<file path="src/rtl/dispatch_stage.sv">
// Dispatch stage: single-entry register between rename and the ALU/LSU/BRU
// reservation stations, with a physical-register busy table and writeback bypass.

package ooop_types;
    localparam int PREG_W    = 6;
    localparam int ROB_W     = 4;
    localparam int ROB_DEPTH = 1 << ROB_W;

    typedef struct packed {
        logic              valid;
        logic [ROB_W-1:0]  rob_tag;
        logic [7:0]        opcode;
        logic [PREG_W-1:0] prs1;
        logic              prs1_ready;
        logic [PREG_W-1:0] prs2;
        logic              prs2_ready;
        logic [PREG_W-1:0] prd;
        logic              rd_used;
    } rs_entry_t;

    typedef struct packed {
        logic              valid;
        logic              rd_used;
        logic [PREG_W-1:0] prd;
    } wb_pkt_t;
endpackage

module dispatch_stage #(
    parameter int NUM_PREG  = 1 << ooop_types::PREG_W,
    parameter int ROB_DEPTH = ooop_types::ROB_DEPTH
) (
    input  logic                          clk,
    input  logic                          rst,
    input  logic                          flush_i,
    input  logic                          recover_i,
    input  logic [ROB_DEPTH-1:0]          live_tag_i,
    input  logic                          in_valid_i,
    input  ooop_types::rs_entry_t         in_entry_i,
    input  logic [1:0]                    in_fu_i,
    input  logic                          in_rd_used_i,
    input  logic [ooop_types::PREG_W-1:0] in_prd_i,
    output logic                          in_ready_o,
    input  ooop_types::wb_pkt_t           wb_alu_i,
    input  ooop_types::wb_pkt_t           wb_lsu_i,
    input  ooop_types::wb_pkt_t           wb_bru_i,
    input  logic                          alu_rs_ready_i,
    input  logic                          lsu_rs_ready_i,
    input  logic                          bru_rs_ready_i,
    output logic                          alu_insert_valid_o,
    output logic                          lsu_insert_valid_o,
    output logic                          bru_insert_valid_o,
    output ooop_types::rs_entry_t         insert_entry_o
);
    localparam int PREG_W = ooop_types::PREG_W;

    logic                  slot_valid_q;
    ooop_types::rs_entry_t slot_entry_q;
    logic [1:0]            slot_fu_q;
    logic                  slot_rd_used_q;
    logic [PREG_W-1:0]     slot_prd_q;
    logic [NUM_PREG-1:0]   busy_q;
    logic [NUM_PREG-1:0]   busy_next;

    ooop_types::rs_entry_t woken_entry;
    ooop_types::rs_entry_t cap_entry;
    logic is_alu, is_lsu, is_bru, tgt_ready, issue_ok, fire, take;

    function automatic logic wb_hit(input ooop_types::wb_pkt_t a,
                                    input ooop_types::wb_pkt_t l,
                                    input ooop_types::wb_pkt_t b,
                                    input logic [PREG_W-1:0]   p);
        return (p != '0) &&
               ((a.valid && a.rd_used && a.prd == p) ||
                (l.valid && l.rd_used && l.prd == p) ||
                (b.valid && b.rd_used && b.prd == p));
    endfunction

    // Held uop with this cycle's writebacks folded into its ready bits.
    always_comb begin
        woken_entry = slot_entry_q;
        woken_entry.prs1_ready = slot_entry_q.prs1_ready ||
                                 wb_hit(wb_alu_i, wb_lsu_i, wb_bru_i, slot_entry_q.prs1);
        woken_entry.prs2_ready = slot_entry_q.prs2_ready ||
                                 wb_hit(wb_alu_i, wb_lsu_i, wb_bru_i, slot_entry_q.prs2);
    end

    always_comb begin
        cap_entry = in_entry_i;
        cap_entry.valid = 1'b1;
        cap_entry.prs1_ready = (in_entry_i.prs1 == '0) || !busy_q[in_entry_i.prs1] ||
                               wb_hit(wb_alu_i, wb_lsu_i, wb_bru_i, in_entry_i.prs1);
        cap_entry.prs2_ready = (in_entry_i.prs2 == '0) || !busy_q[in_entry_i.prs2] ||
                               wb_hit(wb_alu_i, wb_lsu_i, wb_bru_i, in_entry_i.prs2);
    end

    // FU code 3 is folded onto the ALU so an unexpected encoding still drains.
    always_comb begin
        is_alu = (slot_fu_q == 2'd0) || (slot_fu_q == 2'd3);
        is_lsu = (slot_fu_q == 2'd1);
        is_bru = (slot_fu_q == 2'd2);
        case (slot_fu_q)
            2'd1:    tgt_ready = lsu_rs_ready_i;
            2'd2:    tgt_ready = bru_rs_ready_i;
            default: tgt_ready = alu_rs_ready_i;
        endcase
    end

    assign issue_ok           = slot_valid_q && tgt_ready && !flush_i && !recover_i && !rst;
    assign alu_insert_valid_o = issue_ok && is_alu;
    assign lsu_insert_valid_o = issue_ok && is_lsu;
    assign bru_insert_valid_o = issue_ok && is_bru;
    assign fire               = alu_insert_valid_o || lsu_insert_valid_o || bru_insert_valid_o;
    assign in_ready_o         = (!slot_valid_q || fire) && !flush_i && !recover_i && !rst;
    assign take               = in_valid_i && in_ready_o;

    always_comb begin
        insert_entry_o = '0;
        if (slot_valid_q) begin
            insert_entry_o         = woken_entry;
            insert_entry_o.valid   = 1'b1;
            insert_entry_o.prd     = slot_prd_q;
            insert_entry_o.rd_used = slot_rd_used_q;
        end
    end

    always_ff @(posedge clk) begin
        if (rst || flush_i) begin
            slot_valid_q <= 1'b0;
        end else if (recover_i) begin
            if (slot_valid_q && !live_tag_i[slot_entry_q.rob_tag])
                slot_valid_q <= 1'b0;
            else
                slot_entry_q <= woken_entry;
        end else if (take) begin
            slot_valid_q   <= 1'b1;
            slot_entry_q   <= cap_entry;
            slot_fu_q      <= in_fu_i;
            slot_rd_used_q <= in_rd_used_i;
            slot_prd_q     <= in_prd_i;
        end else if (fire) begin
            slot_valid_q <= 1'b0;
        end else begin
            slot_entry_q <= woken_entry;
        end
    end

    // Clears first, then the new destination set, so a same-cycle set wins.
    always_comb begin
        busy_next = busy_q;
        if (wb_alu_i.valid && wb_alu_i.rd_used) busy_next[wb_alu_i.prd] = 1'b0;
        if (wb_lsu_i.valid && wb_lsu_i.rd_used) busy_next[wb_lsu_i.prd] = 1'b0;
        if (wb_bru_i.valid && wb_bru_i.rd_used) busy_next[wb_bru_i.prd] = 1'b0;
        if (take && in_rd_used_i && in_prd_i != '0) busy_next[in_prd_i] = 1'b1;
        busy_next[0] = 1'b0;
    end

    always_ff @(posedge clk) begin
        if (rst || flush_i)
            busy_q <= '0;
        else
            busy_q <= busy_next;
    end
endmodule

</file>
<file path="config.mk">
export PLATFORM = sky130hd
export DESIGN_NAME = dispatch_stage
export DESIGN_NICKNAME = d
export VERILOG_FILES = /design/src/rtl/dispatch_stage.sv
export SDC_FILE = /design/constraint.sdc
export NUM_CORES = 1
export LEC_CHECK = 0
export ABC_AREA = 0
export CAP_MARGIN = 20
export CORE_UTILIZATION = 49
export DETAILED_ROUTE_END_ITERATION = 8
export DONT_BUFFER_PORTS = 1
export HOLD_SLACK_MARGIN = 0.05
export PLACE_DENSITY = 0.6
export SLEW_MARGIN = 20
export SYNTH_ARGS = -nofsm -noshare
export SYNTH_HDL_FRONTEND = slang
export SYNTH_SLANG_ARGS = --single-unit
</file>
<file path="constraint.sdc">
create_clock -name clk -period 3.99 [get_ports clk]
set_input_delay 0.399 -clock clk [delete_from_list [all_inputs] [get_ports clk]]
set_output_delay 0.399 -clock clk [all_outputs]
set_load 0.03 [all_outputs]
</file>
== After elaboration in Yosys (flattened, before gate mapping) ==
Index checks and enable logic that the tools add are counted.
Widths: inputs -> output; s select.

* Mux-type cells: 28
* Bitwise gates (word level): 9
* Magnitude comparators: 11
* Reduce and logical (&&, ||, !) cells: 75
* Eq/ne operators: 18

{| class="wikitable"
|+ Operators with widths
! operator !! number
|-
| $mux 64 || 4
|-
| $and 64x64->64 || 3
|-
| $not 64->64 || 3
|-
| $eq 6x6->1 || 12
|-
| $mux 33 || 2
|-
| $or 64x64->64 || 1
|-
| $lt 6x7->1 const B || 6
|-
| $logic_and 1x1->1 || 37
|-
| $mux 34 || 1
|-
| $mux 15 || 2
|-
| $reduce_bool 6->1 || 5
|-
| $demux 1 s6 || 4
|-
| $ge 6x1->1 const B || 4
|-
| $logic_or 1x1->1 || 19
|-
| $bmux 1 s6 || 2
|-
| $logic_not 6->1 || 2
|-
| $mux 1 || 11
|-
| $logic_not 1->1 || 7
|-
| $reduce_and 3->1 || 2
|-
| $lt 4x5->1 const B || 1
|-
| $bmux 1 s4 || 1
|-
| $eq 2x2->1 const B || 2
|-
| $ne 3x2->1 const B || 1
|-
| $reduce_bool 3->1 || 1
|-
| 7 further kinds || 8
|}

* Input bits: 91
* Word-level logic and storage cells: 153
* Output and inout port bits: 38
* Register bits: 100

== Depth between registers and ports, before layout ==
Gate-level depths: netlist of run 1.

* Depth after elaboration: 17
* Mapped depth: 11

== Least setup slack after synthesis of run 1 ==
Ideal clock, no wire load.

* Path type: flip-flop to flip-flop
* From: register slot_fu_q[0]
* To: register slot_entry_q[10] (netlist bit) (enable)
* Arrival time: 2738 ps
* Clock period less this slack: 3145 ps
* Stages on the path, launching flop included: 8
* Buffers on the path: 1
* Data required time: 3583 ps
* Setup slack: 845 ps
* Cell sequence: edfxtp_1 inv_1 ha_1 o21a_1 a211oi_4 nand2_2 clkinv_2 clkbuf_1

* Cells in the longest elaborated chain, start to end: 15
* Elaborated cells between the ends (all ways): 21

{| class="wikitable"
|+ Ends and longest elaborated chain
! what !! line !! text
|-
| start: declaration || 58 || <nowiki>logic [1:0] slot_fu_q;</nowiki>
|-
| start signal: assignment || 137 || <nowiki>slot_fu_q <= in_fu_i;</nowiki>
|-
| $eq 2x2->1 or $eq 2x1->1 (tied branches) || 100, 101, 99 ||
|-
| $pmux 1 s2 || 101 || <nowiki>case (slot_fu_q)</nowiki>
|-
| $logic_and 1x1->1 (4 in a row) || 108 || <nowiki>assign issue_ok = slot_valid_q && tgt_ready && !flush_i && !recover_i && !rst;</nowiki>
|-
| $logic_and 1x1->1 (on tied branches) || 109, 110 ||
|-
| $logic_or 1x1->1 || 112 || <nowiki>assign fire = alu_insert_valid_o || lsu_insert_valid_o || bru_insert_valid_o;</nowiki>
|-
| $logic_or 1x1->1 (*) || 112 ||
|-
| $logic_or 1x1->1 (*) || 113 || <nowiki>assign in_ready_o = (!slot_valid_q || fire) && !flush_i && !recover_i && !rst;</nowiki>
|-
| $logic_and 1x1->1 (*) (3 in a row) || 113 ||
|-
| net in_ready_o || 42 || <nowiki>output logic in_ready_o,</nowiki>
|-
| $logic_and 1x1->1 (*) || 114 || <nowiki>assign take = in_valid_i && in_ready_o;</nowiki>
|-
| $reduce_and 3->1 (no source line) (*) || -- ||
|-
| end signal: assignment || 133 || <nowiki>slot_entry_q <= woken_entry;</nowiki>
|-
| end signal: assignment || 136 || <nowiki>slot_entry_q <= cap_entry;</nowiki>
|-
| end signal: assignment || 143 || <nowiki>slot_entry_q <= woken_entry;</nowiki>
|-
| end: declaration || 57 || <nowiki>ooop_types::rs_entry_t slot_entry_q;</nowiki>
|}

Mark *: on every way through the listed nets, which the timed path passes. The rest lies on a longest branch.
A chain may end at the register's enable or synchronous reset.

== Final worst setup path of run 1 ==
* From: register slot_fu_q[0]
* To: register busy_q[11]

* Cells in the longest elaborated chain, start to end: 17
* Elaborated cells between the ends (all ways): 23

{| class="wikitable"
|+ Ends and longest elaborated chain
! what !! line !! text
|-
| $eq 2x2->1 or $eq 2x1->1 (tied branches) || 100, 101, 99 ||
|-
| $pmux 1 s2 || 101 ||
|-
| $logic_and 1x1->1 (4 in a row) || 108 ||
|-
| $logic_and 1x1->1 (on tied branches) || 109, 110 ||
|-
| $logic_or 1x1->1 || 112 ||
|-
| $logic_or 1x1->1 (*) || 112 ||
|-
| $logic_or 1x1->1 (*) || 113 ||
|-
| $logic_and 1x1->1 (*) (3 in a row) || 113 ||
|-
| net in_ready_o || 42 ||
|-
| $logic_and 1x1->1 (*) || 114 ||
|-
| $logic_and 1x1->1 (*) (2 in a row) || 153 || <nowiki>if (take && in_rd_used_i && in_prd_i != '0) busy_next[in_prd_i] = 1'b1;</nowiki>
|-
| $mux 64 (*) || 153 ||
|-
| end signal: assignment || 161 || <nowiki>busy_q <= busy_next;</nowiki>
|-
| end: declaration || 61 || <nowiki>logic [NUM_PREG-1:0] busy_q;</nowiki>
|}

Marks and branches as above.

==> flow_summary.json, run 1 <==
{
  "fp.dieArea_mm2": 0.0161,
  "hpwl_um": 19600,
  "syn_inst": 876,
  "worst_pin_slew_ns": 1.29,
  "fin_cells": 1016,
  "synth_area_leaders": "dfxtp_1 (17%), edfxtp_1 (14%), mux4_2 (6.8%)",
  "drv_slew": 0,
  "dr_total_vias": 7478,
  "fin_nets": 916,
  "cts_max_level": 3,
  "path_class": "reg -> reg",
  "root_buffer": "clkbuf_16",
  "final_hold_viol_count": 0,
  "port-buffer-count": 0,
  "grt_usage_pct": 37.8,
  "leakagePower_nw": 2.54,
  "status": "complete, no violations",
  "drc": 0,
  "yosys.area.top_type_share_pct": 16.7,
  "firstDrtPassIters": 7,
  "drt-initial-drc-count": 1407,
  "cts_buffers": 9,
  "grt_start_max_net_pins": 54,
  "vdd_ir_drop_max_uv": 191,
  "detail-route-antenna-nets": 0,
  "clk_pin_slew_ns": 0.07,
  "rsz0062_at_grt": "no",
  "synth_top_area_cell": "dfxtp_1",
  "grt_pass1_wl_um": 44900,
  "synth_nets": 969,
  "avgSynthCellArea_um2": 8.74,
  "hold_class": "in -> reg",
  "initial_utilization_pct": 50.4,
  "wl_per_cell_um": 29.6,
  "n_antenna_cell": 0,
  "synth_seq_cells": 99,
  "ys_warn_count": 0,
  "synth_area_mm2": 0.00766,
  "crit_chain": "inv_1, ha_1, o21a_1, a211oi_4, nand2_2, buf_4, clkinv_2, nand4_2, o22a_1, nor2_1",
  "cts_tree": "built",
  "synth_top_cells_by_count": "dfxtp_1 (64), and2_1 (61), nor2_1 (60)",
  "ios": 129,
  "crit_path_end_kind": "register",
  "num_rows": 45,
  "relSlewSlack_pct": 13.6,
  "fp.dieW_um": 127,
  "critPathMaxStageDelay_ns": 0.49,
  "layout-drive-gt1-share_pct": 11.4,
  "ys_types": 71,
  "synth_ff_type": "dfxtp_1",
  "min_period_over_period_pct": 76.5,
  "holdBufCountCts": 0,
  "fin_setup_tns_ns": 0,
  "setup_viol": 0,
  "coreArea_mm2": 0.0152,
  "area_growth_syn_to_layout_pct": 3.58,
  "cpMaxStageDelayCell": "a211oi_4",
  "grt_pass1_vias": 7231,
  "synth.yosys.seq_area_share_pct": 30.4,
  "yosysMostFrequentCell": "dfxtp_1",
  "worst_clock_skew_ns": 0.0126,
  "power_density_mw_per_mm2": 279,
  "cp-start-kind": "register",
  "async_flop_share_pct": 0,
  "ctsResizeCount": 0,
  "insertion_delay_ns": 0.36,
  "cp.required_ns": 4.28,
  "fill_cells": 1401,
  "arrival_ns": 3.34,
  "wirelength_um": 30100,
  "fin_crit_ns": 3.05,
  "postCtsSetupBuffers": 0,
  "maxCapViolCount": 0,
  "clock-sinks": 99,
  "dp.cells": 1000,
  "clock.fmax_mhz": 328,
  "antenna_found_initial": 0,
  "path_max_fanout": 20,
  "routed_via_density": 7.36,
  "gr-total-overflow": 0,
  "die_y_um": 127,
  "clk_path_buf_depth": 2,
  "gp_routability_congestion": 0.954,
  "synth_edf_count": 35
}
[final cells by class]
type | instances | area (um2) | area share [%]
well taps | 188 | 235 | 2.96
flip-flops and latches | 99 | 2330 | 29.4
multi-input cells | 681 | 4900 | 61.8
clock buffers | 10 | 229 | 2.89
inverters | 19 | 72.6 | 0.915
repair buffers | 13 | 97.6 | 1.23
clock inverters | 6 | 65.1 | 0.820
[power breakdown]
group / switching, W / leakage (nW) / total, W / internal, W
registers: 0.00000217 / 0.884 / 0.00105 / 0.00105
clock network: 0.000426 / 0.135 / 0.000914 / 0.000488
logic: 0.000154 / 1.52 / 0.000251 / 0.0000966
total: 0.000582 / 2.54 / 0.00221 / 0.00163
[through the flow]
step / cell area (um2) / setup WS [ns] / utilization (%) / hold WS [ns] / total power (W)
after floorplan: 7660 / 0.845 / - / 0.453 / 0.00132
after global placement: 7630 / 1.02 / 50.2 / 0.468 / 0.00131
after detailed placement: 7630 / 0.971 / 50.2 / 0.474 / 0.00131
after CTS: 7930 / 0.962 / 52.2 / 0.121 / 0.00221
after global routing: 7930 / 0.802 / 52.2 / 0.116 / 0.00227
final: 7930 / 0.940 / 52.2 / 0.131 / 0.00221
[path summary, 6_finish.rpt]
kind	cells past startpoint	startpoint	endpoint	slack [ns]
max reg2reg	10	slot_fu_q[0]$_DFFE_PP_	busy_q[11]$_SDFF_PP0_	0.94
max	10	slot_fu_q[0]$_DFFE_PP_	busy_q[11]$_SDFF_PP0_	0.94
min	0	in_fu_i[1]	slot_fu_q[1]$_DFFE_PP_	0.13
min reg2reg	2	busy_q[57]$_SDFF_PP0_	busy_q[57]$_SDFF_PP0_	0.49
[critical path: cells and delay by family (launching register included)]
kind,cells,cell delay [ns]
fa+ha+maj,1,0.24
simple gates,3,0.66
buf+inv,3,0.53
flops,1,0.41
compound gates,3,1.13
[kinds of logic after synthesis]
kind of cell / count (synthesis) / synth area share [%]
adder cells (fa/ha/maj): 2 / 0.327
XOR/XNOR: 72 / 8.23
flip-flops: 99 / 30.4
buffers and inverters: 96 / 6.08
multiplexers: 49 / 10.7
AND/OR/NAND/NOR: 355 / 25.4
AO/OA/AOI/OAI: 203 / 18.8
[per-layer routing]
layer | up-vias | track usage (%) | routed length [um]
li1 | 3156 | - | -
met1 | 3536 | 48.3 | 11100
met2 | 610 | 56.4 | 13000
met3 | 176 | 13.3 | 4190
met4 | 0 | 19.7 | 1700
met5 | - | 0 | 0
[layout by cell type, fill, tap and decap left out, types with 20 or more instances in the layout]
cell type	netlist	routed
edfxtp_1	35	35
nor2_1	60	60
nand3_1	36	36
xor2_1	42	42
and2_1	61	61
a21oi_1	27	27
nand2_1	52	52
o21ai_0	22	22
xnor2_1	30	30
mux4_2	23	23
dfxtp_1	64	64
nand4_1	35	35
nor2b_1	20	20
o22ai_1	26	26
a22oi_1	40	40
[state kept, by name, summed over array words and instances, names as in the netlist]
signal          cells
slot_fu_q           2
slot_entry_q       26
busy_q             63
slot_rd_used_q      1
slot_valid_q        1
slot_prd_q          6
(Power assumes the default switching activity.)
==> run 2: changes to the inputs <==
==> constraint.sdc (replaced) <==
create_clock -name clk -period 2.9 [get_ports clk]
set_input_delay 0.29 -clock clk [delete_from_list [all_inputs] [get_ports clk]]
set_output_delay 0.29 -clock clk [all_outputs]
set_load 0.03 [all_outputs]
==> flow_summary.json, run 2 (same netlist as run 1, synthesis figures left out) <==
{
  "area_growth_syn_to_layout_pct": 6.34,
  "path_delay_family": "compound AO/OA/AOI/OAI gates",
  "firstDrtPassIters": 6,
  "clk_path_buf_depth": 2,
  "wirelength_um": 30400,
  "grt_usage_pct": 37.9,
  "drt-initial-drc-count": 1147,
  "cell_internal_pwr_w": 0.00227,
  "met2_length_um": 12900,
  "cp-start-kind": "register",
  "layout_setup_ws_ns": 0.279,
  "power_density_mw_per_mm2": 379,
  "clock-sinks": 99,
  "fp.dieW_um": 127,
  "gp_routability_congestion": 0.984,
  "crit_path_end_kind": "register",
  "die_y_um": 127,
  "wl_met1_um": 11400,
  "grt_pass1_vias": 7194,
  "num_rows": 45,
  "routed_via_density": 7.25,
  "status": "complete, no violations",
  "grt_start_max_net_pins": 54,
  "cpMaxStageDelayCell": "nand4_2",
  "rsz0062_at_grt": "no",
  "setup_viol": 0,
  "top_layer_used": "met4",
  "port-buffer-count": 0,
  "comb_power_share_pct": 11.7,
  "path_max_fanout": 18,
  "worst_pin_slew_ns": 1.11,
  "layout-drive-gt1-share_pct": 12.6,
  "fin_setup_tns_ns": 0,
  "drc": 0,
  "hpwl_um": 19800,
  "reg_top3": "busy_q: 63 flops, slot_entry_q: 26 flops, slot_prd_q: 6 flops",
  "fp.dieArea_mm2": 0.0161,
  "clockPowerShare_pct": 41.7,
  "pre_cts_ws_ns": 0.377,
  "grt_pass1_wl_um": 44800,
  "n_antenna_cell": 0,
  "dp.cells": 1014,
  "switching_share_pct": 26.6,
  "r2r_cells": 9,
  "crit_chain": "inv_1, ha_1, o21a_1, a211oi_4, nand2_2, clkinv_2, nand4_2, o22a_1, nor2_1",
  "antenna_found_initial": 0,
  "fin_nets": 939,
  "final_hold_viol_count": 0,
  "finalPower_w": 0.00309,
  "design_area_mm2": 0.00815,
  "leakagePower_nw": 2.66,
  "regMostFlops": "busy_q",
  "cts_tree": "built",
  "gr-total-overflow": 0,
  "root_buffer": "clkbuf_16",
  "cp.required_ns": 3.19,
  "cts_buffers": 9,
  "worst_clock_skew_ns": 0.00875,
  "dr_total_vias": 7534,
  "arrival_ns": 2.91,
  "relSlewSlack_pct": 25.5,
  "vdd_ir_drop_max_uv": 276,
  "largest_reg_flops": 63,
  "hold_class": "in -> reg",
  "wl_per_cell_um": 29.2,
  "wl_met3_um": 4660,
  "hold_path_depth": 1,
  "fin_crit_ns": 2.62,
  "coreArea_mm2": 0.0152,
  "clock.fmax_mhz": 382,
  "maxCapViolCount": 0,
  "critPathMaxStageDelay_ns": 0.49,
  "layout_common_cells": "dfxtp_1 (64), and2_1 (61), nor2_1 (60)",
  "drv_slew": 0,
  "layout_commonest_cell": "dfxtp_1",
  "power_frac_seq_pct": 46.6,
  "insertion_delay_ns": 0.36,
  "path_class": "reg -> reg",
  "ios": 129,
  "path_buf_inv": 2,
  "detail-route-antenna-nets": 0,
  "dpl_cell_area_mm2": 0.00775,
  "clk_pin_slew_ns": 0.08,
  "worst-path-stages": 9,
  "min_period_over_period_pct": 90.4,
  "p_sw_w": 0.000823,
  "initial_utilization_pct": 50.4,
  "cts_max_level": 3,
  "fin_cells": 1039
}
==> run 2: changes by cell type in the layout (fill, tap and decap cells not counted) <==
cell	change
clkinvlp_2	-2
nor3_2	-1
buf_4	+13
inv_8	+1
nor3_1	+1
dlygate4sd3_1	+9
clkinvlp_4	+1
buf_12	+1
inv_6	+1
clkinv_4	-1
==> run 2: path summary, 6_finish.rpt <==
check | start | endpoint | slack, ns
worst max-delay path | slot_fu_q[0]$_DFFE_PP_ | busy_q[35]$_SDFF_PP0_ | 0.28
worst min-delay path | in_entry_i[20] | slot_entry_q[20]$_DFFE_PP_ | 0.12
worst max register to register | slot_fu_q[0]$_DFFE_PP_ | busy_q[35]$_SDFF_PP0_ | 0.28
worst min register to register | busy_q[57]$_SDFF_PP0_ | busy_q[57]$_SDFF_PP0_ | 0.49
==> run 2: per-layer routing <==
metal / vias to the layer above / track usage, %
li1: 3213 / -
met1: 3609 / 49.3
met2: 604 / 55.0
met3: 108 / 14.4
met4: 0 / 18.8
met5: - / 0
==> run 2: power groups by stage <==
stage                     clock network, W  registers (W)  logic [W]
after floorplan                          0        0.00147   0.000347
after global placement                   0        0.00147   0.000335
after detailed placement                 0        0.00147   0.000340
after CTS                          0.00130        0.00144   0.000351
after global routing               0.00134        0.00144   0.000383
final                              0.00129        0.00144   0.000362
==> run 2: area by class of cell <==
cell class | count | area [um2]
Tap cell | 188 | 235
Inverter | 19 | 72.6
Timing Repair Buffer | 36 | 305
Fill cell | 1404 | 7060
Clock inverter | 6 | 73.8
Clock buffer | 10 | 229
Multi-Input combinational cell | 681 | 4900
Sequential cell | 99 | 2330
==> run 2: repair_timing <==
| item | CTS | global route |
|---|---|---|
| hold buffers | 9 | 0 |
| hold endpoints to repair | 9 | 0 |
| gates resized for setup | 0 | 0 |
| setup buffers | 0 | 0 |
==> run 2: through the flow <==
stage          util (%)  hold slack (ns)
4_1_cts            53.6            0.115
2_1_floorplan         -            0.389
5_1_grt            53.6            0.116
3_5_place_dp       51.0            0.389
6_report           53.6            0.121
3_3_place_gp       51.0            0.389
==> run 3: changes to the inputs <==
--- a/config.mk
+++ b/config.mk
@@ -10,8 +10,7 @@
 export CORE_UTILIZATION = 49
 export DETAILED_ROUTE_END_ITERATION = 8
 export DONT_BUFFER_PORTS = 1
-export HOLD_SLACK_MARGIN = 0.05
-export PLACE_DENSITY = 0.6
+export HOLD_SLACK_MARGIN = 0.03
 export SLEW_MARGIN = 20
 export SYNTH_ARGS = -nofsm -noshare
 export SYNTH_HDL_FRONTEND = slang
==> results of run 3 <==
Same layout as run 2: the final DEF is identical, and so are final timing and power.
